### src/rtl/jam_solver_pkg.sv
// jam_pkg: shared types and constants for the jam_solver block.
//   state_t        : solver FSM states
//   MODE_MIN/MAX   : encodings of the MODE input
//   fact(n)        : n! (used by benches to size expected match counts)
package jam_pkg;

  typedef enum logic [2:0] {
    IDLE,
    READ,
    SWAP,
    REV,
    DONE
  } state_t;

  localparam logic MODE_MIN = 1'b0;
  localparam logic MODE_MAX = 1'b1;

  function automatic int unsigned fact(input int unsigned n);
    int unsigned r = 1;
    for (int unsigned i = 2; i <= n; i++) r = r * i;
    return r;
  endfunction

endpackage

### src/rtl/jam_solver_if.sv
// jam_solver_if: control, cost-ROM and result signals of jam_solver.
//   START/MODE      : search request and min/max select (into solver)
//   W/J/Cost        : cost ROM address (out) and combinational data (in)
//   Busy/Valid      : status; Valid pulses one cycle when results are final
//   BestCost/MatchCount/BestPerm : search results
// master = solver side, slave = environment (requester + ROM) side.
interface jam_solver_if #(
  parameter int N      = 8,
  parameter int COST_W = 7,
  parameter int CNT_W  = 16
);
  localparam int IDX_W = $clog2(N);
  localparam int ACC_W = COST_W + $clog2(N) + 1;

  logic                START;
  logic                MODE;
  logic [IDX_W-1:0]    W;
  logic [IDX_W-1:0]    J;
  logic [COST_W-1:0]   Cost;
  logic                Busy;
  logic                Valid;
  logic [ACC_W-1:0]    BestCost;
  logic [CNT_W-1:0]    MatchCount;
  logic [N*IDX_W-1:0]  BestPerm;

  modport master (
    input  START, MODE, Cost,
    output W, J, Busy, Valid, BestCost, MatchCount, BestPerm
  );

  modport slave (
    output START, MODE, Cost,
    input  W, J, Busy, Valid, BestCost, MatchCount, BestPerm
  );
endinterface

### src/rtl/jam_solver_next_perm.sv
// jam_next_perm: combinational next-lexicographic-permutation helper.
//   perm_i : packed permutation, slice k = job of worker k
//   p_o    : pivot, largest index with perm[p] < perm[p+1]
//   q_o    : index of smallest value right of p exceeding perm[p]
//   last_o : perm is fully descending (no successor)
module jam_next_perm #(
  parameter int N = 8
) (
  input  logic [N*$clog2(N)-1:0] perm_i,
  output logic [$clog2(N)-1:0]   p_o,
  output logic [$clog2(N)-1:0]   q_o,
  output logic                   last_o
);
  localparam int IDX_W = $clog2(N);

  logic [IDX_W-1:0] v [N];
  logic [IDX_W-1:0] pv;
  logic [IDX_W-1:0] best;
  logic             found;

  always_comb begin
    for (int unsigned i = 0; i < N; i++) v[i] = perm_i[i*IDX_W +: IDX_W];

    last_o = 1'b1;
    p_o    = '0;
    for (int unsigned i = 0; i + 1 < N; i++) begin
      if (v[i] < v[i+1]) begin
        last_o = 1'b0;
        p_o    = IDX_W'(i);
      end
    end

    // Ties cannot occur in a permutation; <= keeps the highest index anyway.
    pv    = v[p_o];
    found = 1'b0;
    best  = '0;
    q_o   = '0;
    for (int unsigned j = 0; j < N; j++) begin
      if (j > 32'(p_o) && v[j] > pv && (!found || v[j] <= best)) begin
        found = 1'b1;
        best  = v[j];
        q_o   = IDX_W'(j);
      end
    end
  end
endmodule

### src/rtl/jam_solver.sv
// jam_solver: exhaustive N x N job-assignment solver.
//   CLK, RST_N : clock, synchronous active-low reset
//   bus        : jam_solver_if.master (START/MODE in, W/J/Cost ROM port,
//                Busy/Valid status, BestCost/MatchCount/BestPerm results)
// Optional build macro JAM_PRUNE_EN: in min mode, abandon a permutation as
// soon as its partial sum exceeds the current best (results unchanged).
module jam_solver
  import jam_pkg::*;
#(
  parameter int N      = 8,
  parameter int COST_W = 7,
  parameter int CNT_W  = 16
) (
  input logic         CLK,
  input logic         RST_N,
  jam_solver_if.master bus
);
  localparam int IDX_W = $clog2(N);
  localparam int ACC_W = COST_W + $clog2(N) + 1;
  localparam int PW    = N * IDX_W;
  localparam logic [IDX_W-1:0] LAST_K = IDX_W'(N - 1);

  function automatic logic [PW-1:0] ident();
    logic [PW-1:0] r;
    for (int unsigned k = 0; k < N; k++) r[k*IDX_W +: IDX_W] = IDX_W'(k);
    return r;
  endfunction

  localparam logic [PW-1:0] IDENT = ident();

  state_t           state_q, state_d;
  logic [PW-1:0]    perm_q, perm_swp, perm_rev, bperm_q;
  logic [IDX_W-1:0] rd_q, piv_q, piv, swp;
  logic             last, mode_q, prune, better;
  logic [ACC_W-1:0] acc_q, total, best_q;
  logic [CNT_W-1:0] cnt_q;
  logic             busy_q, valid_q;

  jam_next_perm #(.N(N)) u_next (
    .perm_i (perm_q),
    .p_o    (piv),
    .q_o    (swp),
    .last_o (last)
  );

  // Read 0 of each permutation restarts the sum rather than adding to it.
  assign total  = ((rd_q == '0) ? '0 : acc_q) + ACC_W'(bus.Cost);
  assign better = (mode_q == MODE_MAX) ? (total > best_q) : (total < best_q);

`ifdef JAM_PRUNE_EN
  assign prune = (mode_q == MODE_MIN) && (rd_q != '0) && (total > best_q);
`else
  assign prune = 1'b0;
`endif

  always_comb begin
    perm_swp = perm_q;
    perm_swp[piv*IDX_W +: IDX_W] = perm_q[swp*IDX_W +: IDX_W];
    perm_swp[swp*IDX_W +: IDX_W] = perm_q[piv*IDX_W +: IDX_W];
    perm_rev = perm_q;
    for (int unsigned i = 0; i < N; i++) begin
      if (i > 32'(piv_q))
        perm_rev[i*IDX_W +: IDX_W] = perm_q[(N + 32'(piv_q) - i)*IDX_W +: IDX_W];
    end
  end

  // FSM state register
  always_ff @(posedge CLK) begin
    if (!RST_N) state_q <= IDLE;
    else        state_q <= state_d;
  end

  // FSM next state
  always_comb begin
    state_d = state_q;
    unique case (state_q)
      IDLE: if (bus.START) state_d = READ;
      READ: if (rd_q == LAST_K || prune) state_d = last ? DONE : SWAP;
      SWAP: state_d = REV;
      REV:  state_d = READ;
      DONE: state_d = IDLE;
      default: state_d = IDLE;
    endcase
  end

  // FSM outputs: ROM address is combinational from state and read count
  always_comb begin
    bus.W = '0;
    bus.J = '0;
    if (state_q == READ) begin
      bus.W = rd_q;
      bus.J = perm_q[rd_q*IDX_W +: IDX_W];
    end
  end

  always_ff @(posedge CLK) begin
    if (!RST_N) begin
      perm_q  <= IDENT;
      acc_q   <= '0;
      rd_q    <= '0;
      piv_q   <= '0;
      mode_q  <= MODE_MIN;
      best_q  <= '1;
      cnt_q   <= '0;
      bperm_q <= IDENT;
      busy_q  <= 1'b0;
      valid_q <= 1'b0;
    end else begin
      busy_q  <= (state_d != IDLE);
      valid_q <= (state_d == DONE);
      unique case (state_q)
        IDLE: if (bus.START) begin
          perm_q <= IDENT;
          mode_q <= bus.MODE;
          acc_q  <= '0;
          rd_q   <= '0;
          best_q <= (bus.MODE == MODE_MAX) ? '0 : '1;
          cnt_q  <= '0;
        end
        READ: if (!prune) begin
          if (rd_q == LAST_K) begin
            if (better) begin
              best_q  <= total;
              cnt_q   <= CNT_W'(1);
              bperm_q <= perm_q;
            end else if (total == best_q && cnt_q != '1) begin
              cnt_q <= cnt_q + 1'b1;
            end
          end else begin
            acc_q <= total;
            rd_q  <= rd_q + 1'b1;
          end
        end
        SWAP: begin
          perm_q <= perm_swp;
          piv_q  <= piv;
          rd_q   <= '0;
        end
        REV:  perm_q <= perm_rev;
        default: ;
      endcase
    end
  end

  assign bus.Busy       = busy_q;
  assign bus.Valid      = valid_q;
  assign bus.BestCost   = best_q;
  assign bus.MatchCount = cnt_q;
  assign bus.BestPerm   = bperm_q;
endmodule

### src/flat_wrapper.sv
// flat-port wrapper written by rule: the top's interface ports become plain ports
module jam_solver_flat import jam_pkg::*;
#(
  parameter int N      = 8,
  parameter int COST_W = 7,
  parameter int CNT_W  = 16
)
  (CLK, RST_N, bus_START, bus_MODE, bus_Cost, bus_W, bus_J, bus_Busy, bus_Valid, bus_BestCost, bus_MatchCount, bus_BestPerm);
  jam_solver_if #(.N(N), .COST_W(COST_W), .CNT_W(CNT_W)) bus_i ();
  input logic CLK;
  input logic RST_N;
  input wire logic [$bits(bus_i.START)-1:0] bus_START;
  input wire logic [$bits(bus_i.MODE)-1:0] bus_MODE;
  input wire logic [$bits(bus_i.Cost)-1:0] bus_Cost;
  output wire logic [$bits(bus_i.W)-1:0] bus_W;
  output wire logic [$bits(bus_i.J)-1:0] bus_J;
  output wire logic [$bits(bus_i.Busy)-1:0] bus_Busy;
  output wire logic [$bits(bus_i.Valid)-1:0] bus_Valid;
  output wire logic [$bits(bus_i.BestCost)-1:0] bus_BestCost;
  output wire logic [$bits(bus_i.MatchCount)-1:0] bus_MatchCount;
  output wire logic [$bits(bus_i.BestPerm)-1:0] bus_BestPerm;
  assign bus_i.START = bus_START;
  assign bus_i.MODE = bus_MODE;
  assign bus_i.Cost = bus_Cost;
  assign bus_W = bus_i.W;
  assign bus_J = bus_i.J;
  assign bus_Busy = bus_i.Busy;
  assign bus_Valid = bus_i.Valid;
  assign bus_BestCost = bus_i.BestCost;
  assign bus_MatchCount = bus_i.MatchCount;
  assign bus_BestPerm = bus_i.BestPerm;
  jam_solver #(.N(N), .COST_W(COST_W), .CNT_W(CNT_W)) u_core (.CLK(CLK), .RST_N(RST_N), .bus(bus_i));
endmodule
### config.mk
export PLATFORM = sky130hd
export DESIGN_NAME = jam_solver_flat
export DESIGN_NICKNAME = d
export VERILOG_FILES = /design/src/rtl/jam_solver_pkg.sv /design/src/rtl/jam_solver_if.sv /design/src/rtl/jam_solver_next_perm.sv /design/src/rtl/jam_solver.sv /design/src/flat_wrapper.sv
export SDC_FILE = /design/constraint.sdc
export NUM_CORES = 1
export LEC_CHECK = 0
export ABC_AREA = 1
export CAP_MARGIN = 10
export CORE_UTILIZATION = 55
export DETAILED_ROUTE_END_ITERATION = 6
export GPL_ROUTABILITY_DRIVEN = 0
export PLACE_DENSITY = 0.78
export SLEW_MARGIN = 20
export SYNTH_ARGS = -nofsm -noshare
export SYNTH_HDL_FRONTEND = slang
export SYNTH_SLANG_ARGS = --single-unit
### constraint.sdc
create_clock -name CLK -period 9.2 [get_ports CLK]
set_input_delay 1.84 -clock CLK [delete_from_list [all_inputs] [get_ports CLK]]
set_output_delay 1.84 -clock CLK [all_outputs]
set_load 0.03 [all_outputs]
-- After elaboration in Yosys (flattened, before gate mapping)
Index checks and enable logic that the tools add are counted.
- add/sub/neg operators: 13
- multipliers: 10
- magnitude comparators: 37
- eq/ne operators: 19
- shift operators: 14
- multiplexer cells: 70
- bitwise gates (word level): 2
- reductions and logical operators: 47
- operators with widths (cell ; count):
    $shiftx A24 B33 Y3 ; 7
    $mul A32 B2 Y32 const B ; 7
    $sub A32 B3 Y32 const B ; 4
    $mux W3 ; 33
    $mux W11 ; 7
    $pmux W24 S3 ; 1
    $shiftx A24 B6 Y3 ; 3
    $neg A5 Y34 ; 2
    $shift A3 B34 Y24 const A ; 2
    $shiftx A3 B34 Y24 ; 2
    $mux W16 ; 4
    $sub A32 B2 Y32 const B ; 2
    $bwmux W24 ; 2
    $pmux W11 S2 ; 2
    $reduce_and A3 Y1 ; 11
    $pmux W16 S2 ; 1
    $sub A32 B1 Y32 const B ; 1
    $gt A3 B3 Y1 const A ; 8
    $mux W24 ; 1
    $gt A3 B3 Y1 ; 7
    $lt A3 B3 Y1 ; 7
    $le A3 B3 Y1 ; 6
    $ne A2 B1 Y1 const B ; 9
    $add A16 B1 Y16 const B ; 1
    other kinds (30) ; 82
- register bits after elaboration: 98
- input port bits: 11
- output and inout bits: 59
- logic and storage cells: 230

-- Logic depth before layout (Yosys ltp)
- word-level depth: 44
- mapped depth: 83
- gate-level depth less buffers: 80

-- By module
Synthesis repeated with hierarchy kept, for this count alone.
- cells, all modules: 2084
- area total of the unflattened synthesis: 11895.2 um^2
- modules (own cells, without submodules) (module ; instances ; cells an instance ; area an instance (um^2) ; sequential area each (um^2)):
    jam_solver ; 1 ; 1755 ; 9900.7 ; 1961.9
    jam_next_perm ; 1 ; 329 ; 1994.4 ; 0.0

-- Worst setup path before layout
OpenSTA, ideal clock, no wires.
- kind: register to register
- from: register u_core.perm_q[11]
- to: register u_core.perm_q[14]
- library setup time: 0.126 ns
- arrival: 9.994 ns
- data required time: 9.074 ns
- path slack: -0.919 ns
- cell stages (with the launch flop): 75
- path buffers: 4
- clock period less this slack: 10.119 ns
- cells stage by stage: dfxtp_1 -> clkbuf_1 -> inv_1 -> ha_1 -> nand2_1 -> inv_1 -> nand2_1 -> nand2_1 -> nand2_1 -> nand2_1 -> nand2_2 -> nand2_4 -> clkbuf_1 -> o21ai_0 -> o21ai_0 -> inv_1 -> o21ai_0 -> ha_1 -> (+39 left out) -> o21ai_0 -> ha_1 -> nand3b_1 -> a32oi_1 -> nand2_2 -> nand2_4 -> nand3_4 -> ha_1 -> buf_2 -> nand2_1 -> nor2_1 -> nand2_1 -> inv_2 -> nand2_1 -> nand3_1 -> nand2_1 -> nand2_1 -> nand2_1
- cells in the longest elaborated chain, start to end: 43
- elaborated cells between the ends (all ways): 90
- those cells by class: add/sub: 2; mul: 2; order compare: 22; shift: 7; mux: 31; bitwise: 1; reduce/logical: 25
- ends and longest elaborated chain (element ; RTL line ; RTL):
    from (decl) ; jam_solver.sv:32 ; logic [PW-1:0] perm_q, perm_swp, perm_rev, bperm_q;
    from (signal assigned) ; jam_solver.sv:135 ; perm_q <= perm_swp;
    from (signal assigned) ; jam_solver.sv:139 ; REV: perm_q <= perm_rev;
    $lt A3 B3 Y1 ; jam_solver_next_perm.sv:27 ; if (v[i] < v[i+1]) begin
    $mux W3 (5 in a row) ; jam_solver_next_perm.sv:27 ;
    $not A3 Y4 (not written as such) ; jam_solver_next_perm.sv:34 ; pv = v[p_o];
    $bmux W3 S3 ; jam_solver_next_perm.sv:34 ;
    $mux W3 (not written as such) (2 in a row) ; jam_solver_next_perm.sv:34 ;
    $gt A3 B3 Y1 ; jam_solver_next_perm.sv:39 ; if (j > 32'(p_o) && v[j] > pv && (!found || v[j] <= best)) begin
    $logic_and A1 B1 Y1 ; jam_solver_next_perm.sv:39 ;
    $mux W3 or $mux W1 (tied branches) ; jam_solver_next_perm.sv:39 ;
    (+22 left out) ; - ;
    $logic_and A1 B1 Y1 ; jam_solver_next_perm.sv:39 ;
    $mux W3 ; jam_solver_next_perm.sv:39 ;
    $mul A3 B2 Y5 ; jam_solver.sv:58, jam_solver.sv:59 ;
    $shiftx A24 B6 Y3 ; jam_solver.sv:58 ; perm_swp[piv*IDX_W +: IDX_W] = perm_q[swp*IDX_W +: IDX_W];
    $shiftx A3 B34 Y24 ; jam_solver.sv:58 ;
    $bwmux W24 ; jam_solver.sv:58 ;
    $bwmux W24 ; jam_solver.sv:59 ; perm_swp[swp*IDX_W +: IDX_W] = perm_q[piv*IDX_W +: IDX_W];
    $pmux W24 S3 * ; jam_solver.sv:111 ; unique case (state_q)
Every way passes the cells marked *; elsewhere a longest branch is shown, timed or not. The select of a mux whose other input is x is not followed.
A chain may end at the register's enable or synchronous reset.

-- Final worst setup path
- from: register u_core.perm_q[10]
- to: register u_core.perm_q[22]
The elaborated chain is that of the path after synthesis.

==> results.py <==
metrics = {
    "synthesis": {
        "synth_area_mm2": 0.0113,
        "yosys.area_share.simple_pct": 32.7,
        "async_flop_share_pct": 0,
        "synth-seq-cells": 98,
        "synthFlopType": "dfxtp_1",
        "synth_top_area_cell": "dfxtp_1",
        "synth_compound_area_share_pct": 24.7,
        "yosysWarnings": 0,
        "syn_avg_cell_area_um2": 6.10,
        "synth_cell_types": 58,
        "synthCells": 1846,
        "synth_top_area_share_pct": 17.4,
        "synth-edff-count": 0,
        "synth_area_leaders": "dfxtp_1 17%, nand2_1 15%, ha_1 12%",
        "synth_nets": 1968,
        "synth_top_family_by_area": "simple AND/OR/NAND/NOR gates",
        "ys_seq_area_share_pct": 17.4,
        "yosys.area_share.xor_xnor_pct": 1.95,
        "synthAdderAreaFrac_pct": 12.7,
        "synthMuxAreaShare_pct": 0,
    },
    "floorplanning": {
        "die_h_um": 145,
        "die_area_mm2": 0.0210,
        "die_x_um": 145,
        "core_area_mm2": 0.0198,
        "floorplan.initialDensity_pct": 56.9,
        "pin_count": 70,
        "rows": 51,
    },
    "power": {
        "power_density_mw_per_mm2": 170,
        "max-vdd-ir-drop_mv": 0.153,
        "power.static_leakage_nw": 6.34,
    },
    "global_route": {
        "grt_pass1_vias": 12000,
        "track_usage_pct": 37.2,
        "grt_pass1_wl_mm": 62.7,
        "antenna_found_initial": 2,
        "grt_overflow": 0,
        "grt_max_degree": 55,
    },
    "finish": {
        "areaGrowthSynthToFinish_pct": 23.5,
        "seq_area_mm2": 0.00200,
        "multi_input_comb_area_mm2": 0.00882,
        "nNetsFinal": 2089,
        "fillers": 1642,
        "layout-drive-gt1-share_pct": 17.5,
    },
    "timing": {
        "slew_headroom_pct": 28.2,
        "fin_crit_ns": 10.17,
        "post-route-period-util_pct": 111,
        "setup_violations": 24,
        "clock_skew_ns": 0.0106,
        "fin_tns_setup_ns": -21.51,
        "grt_setup_unrepaired": "true",
        "hold_viol_final": 0,
        "clock.fmax_mhz": 98.4,
        "worst_pin_slew_ns": 1.07,
        "maxSlewViolCount": 0,
        "worst_slack_ns": -0.966,
    },
    "worst_setup_path": {
        "crit_type": "flop to flop",
        "crit_cells": 76,
        "regToRegSetupSlack_ns": -0.97,
        "cp-endpoint": "u_core.perm_q[22]",
        "crit_path_end_kind": "flop",
        "r2r_end": "u_core.perm_q[22]",
        "crit_required_ns": 9.50,
        "start_kind": "flop",
        "critPathSlowestCell": "dfxtp_2",
        "crit_top_cell": "nand2_1",
        "r2r-start": "u_core.perm_q[10]",
        "ff2ff_path_depth": 76,
        "startpoint": "u_core.perm_q[10]",
        "path_buf_inv": 9,
        "worstPathArrival_ns": 10.47,
        "cpPeakStageDelay_ns": 0.35,
        "crit_family": "simple AND/OR/NAND/NOR gates",
        "crit_fanout": 8,
    },
    "routing": {
        "routed-via-count": 13700,
        "drtIter0Drc": 1881,
        "drt-total-wl_mm": 42.4,
        "wl_per_cell_um": 19.0,
        "antenna_left": 0,
        "dr.pass1.iters": 7,
        "post-route-drc-count": 7,
        "vias_per_cell": 6.13,
    },
    "clocking": {
        "cts_tree": "built",
        "cts-root-buf": "clkbuf_16",
        "cts_buffers": 9,
        "cts_buffer_depth": 2,
        "h-tree-depth": 3,
        "clk_pin_slew_ns": 0.07,
        "postCtsHoldBufs": 0,
        "cts.sinks": 98,
        "insertion_delay_ns": 0.36,
    },
    "placed_design": {
        "dp_slack_ns": -0.303,
        "numPortBuffers": 69,
        "dpl.hpwl_mm": 30.6,
    },
    "run": {
        "cap_violations": 0,
    },
    "worst_hold_path": {
        "hold_start": "u_core.acc_q[2]",
        "min-delay-path-class": "flop to flop",
    },
    "status": {
        "violations": "DRC, setup timing",
        "status": "finished, violations left",
    },
}
==> placed cells by master (no fill, tap or decap), types with 29 or more instances in the layout <==
cell type,count
nand3_1,79
a21oi_1,162
o211ai_1,36
nor2_1,149
ha_1,81
nand2_2,35
dfxtp_1,85
buf_4,102
clkdlybuf4s50_1,68
o21ai_0,184
inv_2,29
nand2_1,416
inv_1,191
==> cells in the mapped netlist, types with 5 or more instances <==
cell,instances
a211oi_1,11
a21oi_1,175
a31oi_1,12
a32oi_1,5
buf_2,8
clkbuf_1,56
clkinv_1,9
dfxtp_1,98
fa_1,6
ha_1,105
inv_1,204
inv_2,20
nand2_1,442
nand2_2,19
nand2_4,11
nand3_1,86
nand3_2,15
nand3b_1,7
nand4_1,18
nor2_1,153
nor2_4,8
nor3_1,26
o211ai_1,36
o21a_1,9
o21ai_0,209
o21ai_1,11
o21bai_1,6
or2_2,7
xnor2_1,9
xor2_1,16
==> worst min-delay path by stage <==
stage,to,slack [ns],cells past startpoint
3_3_place_gp,u_core.acc_q[1],0.45,2
3_5_place_dp,u_core.acc_q[3],0.46,2
6_report,u_core.acc_q[2],0.47,2
5_1_grt,u_core.bus.BestPerm[22],0.50,2
4_1_cts,u_core.acc_q[3],0.47,2
2_1_floorplan,u_core.acc_q[0],0.44,2
==> cells by family after synthesis <==
| logic type | Yosys count |
|---|---|
| and+or+nand+nor | 809 |
| buffers and inverters | 303 |
| DFF | 98 |
| adders and majority gates | 111 |
| xor gates and xnor gates | 25 |
| AOI/OAI and AO/OA | 500 |
==> sequential cells by signal, indices dropped and copies added (netlist names) <==
register,count
u_core.bus.MatchCount,16
u_core.perm_q,24
u_core.bus.BestCost,11
u_core.acc_q,11
u_core.bus.Valid,1
u_core.bus.BestPerm,24
u_core.state_q,3
u_core.piv_q,3
u_core.bus.Busy,1
u_core.mode_q,1
u_core.rd_q,3
==> per-layer routing <==
layer,track usage [%],vias up,share of wire (%)
met1,46.8,6164,38
li1,-,6415,-
met2,58.6,902,43
met5,0,-,0.031
met3,9.06,235,12
met4,19.8,2,7.1
==> final cells by class <==
class / count / share of cell area [%]
Antenna cell: 1 / 0.0180
Clock buffer: 9 / 1.62
Clock inverter: 7 / 0.666
Inverter: 234 / 6.46
Multi-Input combinational cell: 1447 / 63.5
Sequential cell: 98 / 14.4
Tap cell: 265 / 2.38
Timing Repair Buffer: 177 / 11.0
==> worst min-delay path: cells and delay by family, from the launching register on <==
family	cells	cell delay [ns]
AOI/OAI and AO/OA	1	0.05
DFF	1	0.31
and+or+nand+nor	1	0.06
==> report_power, final <==
part           leakage, nW  total, mW  internal, mW  switching, mW
clock network        0.156      0.410         0.219          0.191
logic                 5.39       1.50         0.549          0.953
registers            0.800      0.455         0.439         0.0166
total                 6.34       2.37          1.21           1.16
==> timing repair <==
action,CTS,global route
pin swaps,32,84
setup endpoints to repair,24,24
gates resized for setup,38,123
buffers inserted,8,19
gates cloned,1,1
==> per-stage QoR <==
stage / total power [mW] / cells / util [%] / cell area [um2] / hold WS, ns
3_3_place_gp: 1.65 / 2192 / 64.2 / 12700 / 0.450
2_1_floorplan: 1.38 / 1846 / - / 11400 / 0.441
6_report: 2.37 / 2238 / 70.3 / 13900 / 0.467
4_1_cts: 2.12 / 2217 / 66.9 / 13200 / 0.471
3_5_place_dp: 1.68 / 2192 / 64.2 / 12700 / 0.460
5_1_grt: 2.49 / 2238 / 70.3 / 13900 / 0.501
Power figures use the tool's default switching activity.
